**src/rtl/ins_fetch_if.sv**
```systemverilog
// Bundle of the fetch stage's memory-side (req/gnt + rvalid), decode-side (valid/ready)
// and redirect signals. The fetch unit uses the master view; the memory and decode side use slave.
interface ins_fetch_if #(
  parameter int INS_WIDTH  = 32,
  parameter int ADDR_WIDTH = 32
);
  logic                  imem_req;
  logic [ADDR_WIDTH-1:0] imem_addr;
  logic                  imem_gnt;
  logic                  imem_rvalid;
  logic [INS_WIDTH-1:0]  imem_rdata;
  logic                  ins_valid;
  logic                  ins_ready;
  logic [INS_WIDTH-1:0]  ins;
  logic [ADDR_WIDTH-1:0] ins_pc;
  logic                  redirect;
  logic [ADDR_WIDTH-1:0] redirect_pc;

  modport master (
    output imem_req, imem_addr, ins_valid, ins, ins_pc,
    input  imem_gnt, imem_rvalid, imem_rdata, ins_ready, redirect, redirect_pc
  );

  modport slave (
    input  imem_req, imem_addr, ins_valid, ins, ins_pc,
    output imem_gnt, imem_rvalid, imem_rdata, ins_ready, redirect, redirect_pc
  );
endinterface

```
**src/rtl/ins_fetch.sv**
```systemverilog
// Instruction fetch stage: owns the PC, issues credit-limited word fetches, buffers
// in-order responses with their PCs and handles redirects by flushing and dropping in-flight data.
module ins_fetch #(
  parameter int                    INS_WIDTH  = 32,
  parameter int                    ADDR_WIDTH = 32,
  parameter logic [ADDR_WIDTH-1:0] RESET_PC   = '0,
  parameter int                    FIFO_DEPTH = 2
) (
  input logic        clk,
  input logic        rst_n,
  ins_fetch_if.master bus
);
  localparam int CW = $clog2(FIFO_DEPTH + 1);

  typedef struct packed {
    logic [INS_WIDTH-1:0]  ins;
    logic [ADDR_WIDTH-1:0] pc;
  } entry_t;

  entry_t                fifo_q [FIFO_DEPTH];
  entry_t                fifo_d [FIFO_DEPTH];
  logic [CW-1:0]         count_q;
  logic [CW-1:0]         count_d;
  logic [CW-1:0]         outstanding_q;
  logic [CW-1:0]         drop_q;
  logic [ADDR_WIDTH-1:0] pc_q;
  logic [ADDR_WIDTH-1:0] resp_pc_q;
  logic [CW:0]           credit_used;
  logic                  req;
  logic                  fire;
  logic                  rsp;
  logic                  keep;
  logic                  valid;
  logic                  pop;
  logic [ADDR_WIDTH-1:0] target;
  logic                  unused_pc_low;

  // Buffered entries and in-flight fetches share one credit pool, so a response always has a slot.
  assign credit_used   = {1'b0, outstanding_q} + {1'b0, count_q};
  assign req           = rst_n && !bus.redirect && (credit_used < (CW+1)'(FIFO_DEPTH));
  assign fire          = req && bus.imem_gnt;
  assign rsp           = bus.imem_rvalid && (outstanding_q != '0);
  assign keep          = rsp && (drop_q == '0) && !bus.redirect;
  assign valid         = (count_q != '0);
  assign pop           = valid && bus.ins_ready;
  assign target        = {bus.redirect_pc[ADDR_WIDTH-1:2], 2'b00};
  assign unused_pc_low = ^bus.redirect_pc[1:0];

  assign bus.imem_req  = req;
  assign bus.imem_addr = pc_q;
  assign bus.ins_valid = valid;
  assign bus.ins       = fifo_q[0].ins;
  assign bus.ins_pc    = fifo_q[0].pc;

  // Shift-register FIFO with the head fixed at entry 0; a push lands after any same-cycle pop.
  always_comb begin
    fifo_d  = fifo_q;
    count_d = count_q;
    if (pop) begin
      for (int i = 0; i < FIFO_DEPTH - 1; i++) begin
        fifo_d[i] = fifo_q[i+1];
      end
      count_d = count_q - CW'(1);
    end
    if (keep) begin
      for (int i = 0; i < FIFO_DEPTH; i++) begin
        if (CW'(i) == count_d) begin
          fifo_d[i] = '{ins: bus.imem_rdata, pc: resp_pc_q};
        end
      end
      count_d = count_d + CW'(1);
    end
  end

  always_ff @(posedge clk) begin
    if (!rst_n) begin
      pc_q          <= RESET_PC;
      resp_pc_q     <= RESET_PC;
      count_q       <= '0;
      outstanding_q <= '0;
      drop_q        <= '0;
      for (int i = 0; i < FIFO_DEPTH; i++) begin
        fifo_q[i] <= '0;
      end
    end else begin
      outstanding_q <= outstanding_q + CW'(fire) - CW'(rsp);
      if (bus.redirect) begin
        // drop is the stale share of outstanding, so every fetch still in flight becomes stale.
        pc_q      <= target;
        resp_pc_q <= target;
        count_q   <= '0;
        drop_q    <= outstanding_q - CW'(rsp);
      end else begin
        if (fire) begin
          pc_q <= pc_q + ADDR_WIDTH'(4);
        end
        if (keep) begin
          resp_pc_q <= resp_pc_q + ADDR_WIDTH'(4);
        end
        if (rsp && (drop_q != '0)) begin
          drop_q <= drop_q - CW'(1);
        end
        count_q <= count_d;
        fifo_q  <= fifo_d;
      end
    end
  end

  a_no_orphan_rvalid : assert property (@(posedge clk) disable iff (!rst_n)
    !(bus.imem_rvalid && (outstanding_q == '0)));
endmodule
```
**src/flat_wrapper.sv**
```systemverilog
// flat-port wrapper written by rule: the top's interface ports become plain ports
module ins_fetch_flat 
#(
  parameter int                    INS_WIDTH  = 32,
  parameter int                    ADDR_WIDTH = 32,
  parameter logic [ADDR_WIDTH-1:0] RESET_PC   = '0,
  parameter int                    FIFO_DEPTH = 2
)
  (clk, rst_n, bus_imem_req, bus_imem_addr, bus_ins_valid, bus_ins, bus_ins_pc, bus_imem_gnt, bus_imem_rvalid, bus_imem_rdata, bus_ins_ready, bus_redirect, bus_redirect_pc);
  ins_fetch_if #(.INS_WIDTH(INS_WIDTH), .ADDR_WIDTH(ADDR_WIDTH)) bus_i ();
  input logic clk;
  input logic rst_n;
  output wire logic [$bits(bus_i.imem_req)-1:0] bus_imem_req;
  output wire logic [$bits(bus_i.imem_addr)-1:0] bus_imem_addr;
  output wire logic [$bits(bus_i.ins_valid)-1:0] bus_ins_valid;
  output wire logic [$bits(bus_i.ins)-1:0] bus_ins;
  output wire logic [$bits(bus_i.ins_pc)-1:0] bus_ins_pc;
  input wire logic [$bits(bus_i.imem_gnt)-1:0] bus_imem_gnt;
  input wire logic [$bits(bus_i.imem_rvalid)-1:0] bus_imem_rvalid;
  input wire logic [$bits(bus_i.imem_rdata)-1:0] bus_imem_rdata;
  input wire logic [$bits(bus_i.ins_ready)-1:0] bus_ins_ready;
  input wire logic [$bits(bus_i.redirect)-1:0] bus_redirect;
  input wire logic [$bits(bus_i.redirect_pc)-1:0] bus_redirect_pc;
  assign bus_imem_req = bus_i.imem_req;
  assign bus_imem_addr = bus_i.imem_addr;
  assign bus_ins_valid = bus_i.ins_valid;
  assign bus_ins = bus_i.ins;
  assign bus_ins_pc = bus_i.ins_pc;
  assign bus_i.imem_gnt = bus_imem_gnt;
  assign bus_i.imem_rvalid = bus_imem_rvalid;
  assign bus_i.imem_rdata = bus_imem_rdata;
  assign bus_i.ins_ready = bus_ins_ready;
  assign bus_i.redirect = bus_redirect;
  assign bus_i.redirect_pc = bus_redirect_pc;
  ins_fetch #(.INS_WIDTH(INS_WIDTH), .ADDR_WIDTH(ADDR_WIDTH), .RESET_PC(RESET_PC), .FIFO_DEPTH(FIFO_DEPTH)) u_core (.clk(clk), .rst_n(rst_n), .bus(bus_i));
endmodule
```
**config.mk**
```make
export PLATFORM = sky130hd
export DESIGN_NAME = ins_fetch_flat
export DESIGN_NICKNAME = d
export VERILOG_FILES = /design/src/rtl/ins_fetch_if.sv /design/src/rtl/ins_fetch.sv /design/src/flat_wrapper.sv
export SDC_FILE = /design/constraint.sdc
export NUM_CORES = 1
export LEC_CHECK = 0
export ABC_AREA = 1
export CAP_MARGIN = 10
export CELL_PAD_IN_SITES_DETAIL_PLACEMENT = 1
export CELL_PAD_IN_SITES_GLOBAL_PLACEMENT = 2
export CORE_ASPECT_RATIO = 0.75
export CORE_MARGIN = 5
export CORE_UTILIZATION = 32
export CTS_CLUSTER_DIAMETER = 50
export DETAILED_ROUTE_END_ITERATION = 10
export GPL_TIMING_DRIVEN = 0
export PLACE_DENSITY_LB_ADDON = 0.1
export SYNTH_ARGS = -nofsm -noshare
export SYNTH_HDL_FRONTEND = slang
export SYNTH_SLANG_ARGS = --single-unit
```
**constraint.sdc**
```tcl
create_clock -name clk -period 3.95 [get_ports clk]
set_input_delay 0.79 -clock clk [delete_from_list [all_inputs] [get_ports clk]]
set_output_delay 0.79 -clock clk [all_outputs]
set_load 0.01 [all_outputs]
```
Word level (Yosys, flattened, before mapping)
Index checks and enable logic that the tools add are counted.
{"block": "classes", "order_cmp": 1, "shift": 0, "multipliers": 0, "bitwise_logic": 2, "n_div": 0, "n_reduce_logical": 19, "mux": 12, "n_eq_ne": 1, "add_sub_neg": 9}
{"op": "two-way mux 64 bit", "n": 3}
{"op": "two-way mux 128 bit", "n": 1}
{"op": "two-way mux 32 bit", "n": 4}
{"op": "adder 32 x 3 -> 32 bit (second input constant)", "n": 2}
{"op": "nonzero test 2 bit", "n": 6}
{"op": "logical AND 1 bit", "n": 8}
{"op": "two-way mux 2 bit", "n": 4}
{"op": "zero test 2 bit", "n": 2}
{"op": "subtractor 2 x 1 -> 2 bit", "n": 2}
{"op": "subtractor 2 x 1 -> 2 bit (second input constant)", "n": 2}
{"op": "adder 2 x 2 -> 3 bit", "n": 1}
{"op": "less-than comparator 3 x 2 -> 1 bit (second input constant)", "n": 1}
{"op": "AND reduction 3 bit", "n": 1}
{"op": "adder 2 x 1 -> 2 bit", "n": 1}
{"op": "adder 2 x 1 -> 2 bit (second input constant)", "n": 1}
{"op": "== test 1 x 2 -> 1 bit (first input constant)", "n": 1}
{"op": "inverter 1 bit", "n": 2}
{"op": "OR reduction 2 bit", "n": 1}
{"op": "zero test 1 bit", "n": 1}
{"block": "totals", "latch_bits": 0, "in_bits": 70, "ff_bits": 198, "ramBits": 0, "n_memories": 0, "out_inout_bits": 98, "word_cells": 55, "romBits": 0}

Depth between registers and ports, before layout
Gate-level depths: netlist of the first run.
{"block": "depth", "ltp_word": 6, "depth_mapped": 14, "ltp_nobuf": 12}

Least setup slack after synthesis of the first run
Ideal clock, no wire load.
{"block": "synth_path", "kind": "input to register", "start": "input bus_ins_ready", "end": "register u_core.fifo_q (netlist bit u_core.bus.ins_pc[21])", "setup_ns": 0.113, "path_buffers": 2, "setup_slack_ns": 1.729, "t_arrival_ns": 2.108, "t_required_ns": 3.837, "path_stages": 11, "cell_sequence": "nand2_1 -> nor2_1 -> a21oi_1 -> ha_1 -> inv_1 -> nor2_1 -> buf_2 -> buf_4 -> nand2_1 -> nand3_1 -> nor2_1"}
{"block": "synth_between", "elab_chain_cells": 5, "word_cells_on_any_way": 6, "cone_classes": "4 x mux; 2 x reduce/logical"}
{"element": "from (decl)", "line": "flat_wrapper.sv:21", "text": "input wire logic [$bits(bus_i.ins_ready)-1:0] bus_ins_ready;"}
{"element": "logical AND 1 bit (*)", "line": "ins_fetch.sv:45", "text": "assign pop = valid && bus.ins_ready;"}
{"element": "two-way mux 2 bit", "line": "ins_fetch.sv:59", "text": "if (pop) begin"}
{"element": "zero test 2 bit", "line": "ins_fetch.sv:67", "text": "if (CW'(i) == count_d) begin"}
{"element": "two-way mux 64 bit", "line": "ins_fetch.sv:67"}
{"element": "two-way mux 128 bit (*)", "line": "ins_fetch.sv:65", "text": "if (keep) begin"}
{"element": "to (signal assigned)", "line": "ins_fetch.sv:104", "text": "fifo_q <= fifo_d;"}
{"element": "to (decl)", "line": "ins_fetch.sv:20", "text": "entry_t fifo_q [FIFO_DEPTH];"}
Every way passes the cells marked *; elsewhere a longest branch is shown, timed or not.
A chain may end at the register's enable or synchronous reset.

Worst setup path in the final report of the first run
{"block": "layout_path", "start": "input rst_n", "end": "output bus_imem_req"}
{"block": "layout_between", "elab_chain_cells": 2}
{"element": "from (decl)", "line": "flat_wrapper.sv:12", "text": "input logic rst_n;"}
{"element": "logical AND 1 bit (2 in series)", "line": "ins_fetch.sv:40", "text": "assign req = rst_n && !bus.redirect && (credit_used < (CW+1)'(FIFO_DEPTH));"}
{"element": "to (decl)", "line": "flat_wrapper.sv:13", "text": "output wire logic [$bits(bus_i.imem_req)-1:0] bus_imem_req;"}
No other way between the ends.

==> metrics.txt, run 1 <==
outcome=finished clean; Ant. Diodes=0; critical path startpoint category=input port; Arr. time, crit path=between 2000 and 2500 ps; post-CTS setup buffer count=0; Post-Syn Instances=1529; I/O pin total=168; DRT Pass-1 Iters=5; initial antenna violation count=1; unrepaired setup endpoints after global routing=no; layout cell share with drive strength beyond 1=0.0864; Max Fclk=around 0.32 GHz; Die ar.=around 36000 µm²; number of hold buffers added after cts=0; Min-Delay Startpoint=u_core.bus.ins_pc[1]$_SDFFE_PN0N_; Crit path required time=around 3200 ps; Starting Density=0.326; Power Total=roughly 0.0062 W; CTS root buffer=clkbuf_16; average size of a mapped cell=around 6.7 µm²; Clock Skew=12.5 ps; worst flop-to-flop path endpoint=u_core.bus.ins_pc[23]$_SDFFE_PN0N_; Max Slew Vio Count=0; DR iter-0 viols=roughly 750; cts bufs inserted=17; pin count of the biggest net entering global routing=18; CTS H-tree depth=4; register area=3840 µm²; WL per Instance=18.4 µm; hpwl dp=30.6 mm; synth unique cells=37; Leak Pwr=5.11 nW; WHS Path Cells=2; Final setup viols=0; Syn. warnings=0; slack of the worst reg-to-reg path=1300 ps; core footprint=31500 µm²; Rows=56; Min-Delay Endpoint=u_core.bus.ins_pc[1]$_SDFFE_PN0N_; PortBufs=~160; Fin Setup TNS=0 ps; reg2reg path depth=13; Yosys reg bits=192; power per cell area=roughly 480 nW/µm²; Period Utilization, post-route=0.799; fillers=4040; antenna-violating nets left=0; max-cap viol count=0; GRT Residual Overflow=0; worst IR drop on VDD=0.000307 V; sequential share of the synthesized area=0.375; first-pass GRT wire length=59.8 mm; relative slew slack=0.358; Least-Margin Pin Slew=963 ps; DR vias/cell=4.92; multi-input logic area=5080 µm²; DR vias=between 10000 and 15000; CP max FO=6; Critical R2R Launch=u_core.count_q[1]$_SDFF_PP0_; Die Span Y=about 170 µm; vias in the first global route=roughly 10000; Final Hold Viols=0; worst-case clock buffer depth=2; number of nets in the layout=roughly 1800; mapped cell area=10300 µm²; min Tclk post-route=3160 ps; CTS Sinks=192; Die X=217 µm; hold_ws=442 ps; CP Capture Type=primary output; clock latency on the worst-skew pair=roughly 450 ps; Area Overhead vs Synth=27.2%; WS Path Type=in -> out; GRT Overall Usage=0.216; post-CTS sizing=0; Post-Route WL=between 30 and 40 mm; RD Place Congestion=0.892; DRC Markers=0; CTS tree=done; clock transition at the registers of the reported paths=~70 ps; Hold Crit Class=reg -> reg
## how the worst max path moves through the flow
stage,startpoint,end,slack [ps],cells past startpoint
CTS,rst_n,bus_imem_req,770,4
floorplan,bus_ins_ready,u_core.bus.ins_pc[21]$_SDFFE_PN0N_,1730,11
finish,rst_n,bus_imem_req,790,4
detailed placement,rst_n,u_core.bus.ins_pc[2]$_SDFFE_PN0N_,630,5
global placement,rst_n,u_core.bus.ins_pc[2]$_SDFFE_PN0N_,650,5
global route,rst_n,bus_imem_req,740,4
## critical path, cell delays in order
cell	delay [ps]
clkdlybuf4s50_1	630
nand2_2	200
nor3_4	180
clkdlybuf4s50_1	570
## cells by family after synthesis
family | after synthesis | share of synthesized area
xor+xnor | 9 | 0.00768
simple gates | 831 | 0.361
other cells | 1 | 0.000366
flops | 192 | 0.375
buf+inv | 261 | 0.131
fa+ha+maj | 9 | 0.0117
compound gates | 226 | 0.114
## metal layers
layer	track usage	routed length (µm)	vias to the layer above
met5	0	0	-
met2	0.325	16800	186
met1	0.325	20400	5062
met3	0.0341	1730	24
li1	-	-	5218
met4	0.0459	377	0
## cell usage in the layout, fill, tap and decap left out, types with 6 or more instances in the layout
master,instances
clkbuf_16,17
a21oi_1,88
nand3_1,145
buf_6,9
xor2_1,9
buf_2,24
ha_1,8
clkbuf_1,35
o21ai_1,6
o21ai_0,116
inv_1,115
dfxtp_1,192
buf_1,7
buf_4,68
nand4_1,7
nand3b_1,63
nand2_1,272
or2_0,33
clkdlybuf4s50_1,162
nor2_1,297
a31oi_1,6
## cells in the mapped netlist (all sizes together)
cell    count  area share
a21oi      88       0.043
a221oi      1     0.00085
a31oi       6      0.0037
buf       108       0.074
clkbuf     34       0.013
clkinv      1     0.00037
conb        1     0.00037
dfxtp     192        0.37
fa          1      0.0020
ha          8      0.0098
inv       118       0.044
nand2     278        0.10
nand3     145       0.071
nand3b     63       0.046
nand4       7      0.0043
nor2      300        0.11
nor3        3      0.0026
o211ai      3      0.0022
o21a        1     0.00085
o21ai     123       0.061
o22ai       4      0.0024
or2        35       0.021
xor2        9      0.0077
## stage by stage
step           cells   util  area [µm²]  setup WS (ps)
2_1_floorplan   1530      -       10300           1730
3_3_place_gp    2098  0.394       12400            646
3_5_place_dp    2098  0.394       12400            635
4_1_cts         2130  0.415       13100            768
5_1_grt         2130  0.415       13100            738
6_report        2130  0.415       13100            793
## report_power, final
part           switching [W]  internal, W
sequential          0.000177      0.00218
combinational       0.000955     0.000893
clock               0.000867      0.00115
## final cells by class
| cell class | count | area share |
|---|---|---|
| Buffer | 142 | 0.0680 |
| Clock buffer | 19 | 0.0332 |
| Clock inverter | 13 | 0.0174 |
| Inverter | 119 | 0.0346 |
| Multi-Input combinational cell | 1077 | 0.389 |
| Sequential cell | 192 | 0.295 |
| Tap cell | 406 | 0.0389 |
| Timing Repair Buffer | 162 | 0.124 |
## flip-flops by register name, summed over array words and instances, names as in the netlist
register / cells
u_core.bus.ins: 32
u_core.fifo_q: 62
u_core.drop_q: 2
u_core.bus.ins_pc: 32
u_core.count_q: 2
u_core.bus.imem_addr: 30
u_core.resp_pc_q: 30
u_core.outstanding_q: 2
Power figures use the tool's default switching activity.
==> run 2: changes to the inputs <==
--- a/config.mk
+++ b/config.mk
@@ -11,7 +11,7 @@
 export CELL_PAD_IN_SITES_GLOBAL_PLACEMENT = 2
 export CORE_ASPECT_RATIO = 0.75
 export CORE_MARGIN = 5
-export CORE_UTILIZATION = 32
+export CORE_UTILIZATION = 29
 export CTS_CLUSTER_DIAMETER = 50
 export DETAILED_ROUTE_END_ITERATION = 10
 export GPL_TIMING_DRIVEN = 0
==> constraint.sdc (replaced) <==
create_clock -name clk -period 3.3 [get_ports clk]
set_input_delay 0.66 -clock clk [delete_from_list [all_inputs] [get_ports clk]]
set_output_delay 0.66 -clock clk [all_outputs]
set_load 0.01 [all_outputs]
==> run 2 against run 1 <==
  * Die area increased by 9.8%
  * Sequential power increased by 20%
  * Global-route usage decreased by 1.3 points
  * Clock power increased by 8%
  * Via count increased by 0.20%
  * Non-clock buffer count unchanged
  * Critical path depth unchanged
  * Design area about the same
  * Total power increased by 16%
  * Combinational power increased by 19%
  * First-iteration DRC count decreased by 7.5%
==> metrics.txt, run 2 (synthesized netlist as in run 1, its figures left out) <==
outcome=finished clean (unchanged); Hold Crit Class=reg -> reg (unchanged); DRT Pass-1 Iters=5 (unchanged); Starting Density=0.295 (was 0.326); slack of the worst reg-to-reg path=710 ps (was 1300 ps); relative slew slack=0.358 (about the same); crit path capture=bus_imem_req (unchanged); Critical R2R Launch=u_core.count_q[0]$_SDFF_PP0_ (was u_core.count_q[1]$_SDFF_PP0_); CTS root buffer=clkbuf_16 (unchanged); CTS H-tree depth=4 (unchanged); Area Overhead vs Synth=27.2% (about the same); CTS tree=done (unchanged); antenna-violating nets left=0 (unchanged); clock transition at the registers of the reported paths=70 ps (about the same); Least-Margin Pin Slew=964 ps (was 963 ps); Final Hold Viols=0 (unchanged); worst flop-to-flop path endpoint=u_core.bus.ins_pc[23]$_SDFFE_PN0N_ (unchanged); Die ar.=39300 µm² (was 35800 µm²); DR vias/cell=4.81 (was 4.92); first-pass GRT wire length=62.0 mm (was 59.8 mm); GRT Overall Usage=0.203 (was 0.216); Post-Route WL=40.4 mm (was 39.3 mm); worst slack, placed=65.0 ps (was 635 ps); Arr. time, crit path=2220 ps (was 2370 ps); commonest cells after routing, fill and taps aside=nor2_1 (297), nand2_1 (272), dfxtp_1 (192) (unchanged); PortBufs=162 (unchanged); crit path launch=rst_n (unchanged); Min-Delay Startpoint=u_core.bus.ins_pc[0]$_SDFFE_PN0N_ (was u_core.bus.ins_pc[1]$_SDFFE_PN0N_); most common cell after layout, fill and taps aside=nor2_1 (unchanged); fillers=4450 (was 4040); GRT Residual Overflow=0 (unchanged); hpwl dp=31.5 mm (was 30.6 mm); DRC Markers=0 (unchanged); DR vias=10500 (about the same); Period Utilization, post-route=0.872; WL per Instance=18.5 µm (was 18.4 µm); hold_ws=454 ps (was 442 ps); number of hold buffers added after cts=0 (unchanged); Die Span Y=173 µm (was 165 µm); Fin Setup TNS=0 ps (unchanged); RD Place Congestion=0.875 (was 0.892); Max Slew Vio Count=0 (unchanged); Final setup viols=0 (unchanged); core footprint=34800 µm² (was 31500 µm²); layout cell share with drive strength beyond 1=0.0876 (was 0.0864); reg2reg path depth=13 (unchanged); max-cap viol count=0 (unchanged); pin count of the biggest net entering global routing=19 (was 18); min Tclk post-route=2880 ps; critical path startpoint category=input port (unchanged); Crit path required time=2640 ps (was 3160 ps); worst IR drop on VDD=0.000284 V (was 0.000307 V); Rows=59 (was 56); initial antenna violation count=1 (unchanged); post-CTS setup buffer count=0 (unchanged); CP max FO=6 (unchanged); I/O pin total=168 (unchanged); WS Path Type=in -> out (unchanged); unrepaired setup endpoints after global routing=no (unchanged); CP Capture Type=primary output (unchanged); CTS Sinks=192 (unchanged); final setup margin=421 ps (was 793 ps); Leak Pwr=5.07 nW (was 5.11 nW); Die X=227 µm (was 217 µm); Max Fclk=0.347 GHz; worst-case clock buffer depth=2 (unchanged); post-CTS sizing=0 (unchanged); clock latency on the worst-skew pair=470 ps (was 450 ps); max reg flops=62 (unchanged); number of nets in the layout=1790 (unchanged); DR iter-0 viols=693 (was 749); cts bufs inserted=17 (unchanged); power per cell area=551 nW/µm² (was 476 nW/µm²); vias in the first global route=10400 (was 10300); largest register by flop count=u_core.fifo_q (unchanged); Clock Skew=19.2 ps (was 12.5 ps)
run 2: worst max-delay path, cell delays in order:
cell and delay, ps:
clkdlybuf4s50_1 630, nand2_2 190, nor3_4 170, clkdlybuf4s50_1 560
run 2: metrics by stage:
| stage | instance area [µm²] | power (W) | instances | util |
|---|---|---|---|---|
| after global routing | 13000 | 0.00762 | 2181 | 0.375 |
| after global placement | 12500 | 0.00507 | 2149 | 0.358 |
| after floorplan | 10300 | 0.00412 | 1530 | - |
| after CTS | 13000 | 0.00728 | 2181 | 0.375 |
| after detailed placement | 12500 | 0.00512 | 2149 | 0.358 |
| final | 13100 | 0.00720 | 2183 | 0.375 |
run 2: how the worst min path moves through the flow:
| stage | end | slack, ps | cells after the start |
|---|---|---|---|
| floorplan | u_core.bus.ins_pc[0]$_SDFFE_PN0N_ | 420 | 2 |
| global placement | u_core.bus.ins_pc[0]$_SDFFE_PN0N_ | 430 | 2 |
| detailed placement | u_core.bus.ins_pc[0]$_SDFFE_PN0N_ | 440 | 2 |
| CTS | u_core.bus.ins_pc[0]$_SDFFE_PN0N_ | 460 | 2 |
| global route | u_core.bus.ins_pc[0]$_SDFFE_PN0N_ | 470 | 2 |
| finish | u_core.bus.ins_pc[0]$_SDFFE_PN0N_ | 450 | 2 |
run 2: power by group:
group          leakage (nW)  total (W)  switching [W]  internal, W
clock                 0.288    0.00217        0.00108      0.00109
combinational          3.22    0.00221        0.00114      0.00107
sequential             1.56    0.00282       0.000213      0.00261
total                  5.07    0.00720        0.00243      0.00476
run 2: cell type report:
type	instances	area, µm²	area share
Buffer	142	887	0.0680
Tap cell	457	572	0.0438
Multi-Input combinational cell	1077	5080	0.389
Timing Repair Buffer	162	1620	0.124
Antenna cell	2	5.00	0.000384
Sequential cell	192	3840	0.295
Clock inverter	14	150	0.0115
Clock buffer	18	439	0.0337
Inverter	119	452	0.0346
run 2: per-layer routing:
metal | vias to the layer above | global-route usage | wire length (µm) | part of all wire
li1 | 5219 | - | - | -
met1 | 5093 | 0.308 | 20900 | 0.52
met2 | 184 | 0.303 | 17300 | 0.43
met3 | 15 | 0.0354 | 1890 | 0.047
met4 | 0 | 0.0346 | 267 | 0.0066
met5 | - | 0 | 0 | 0
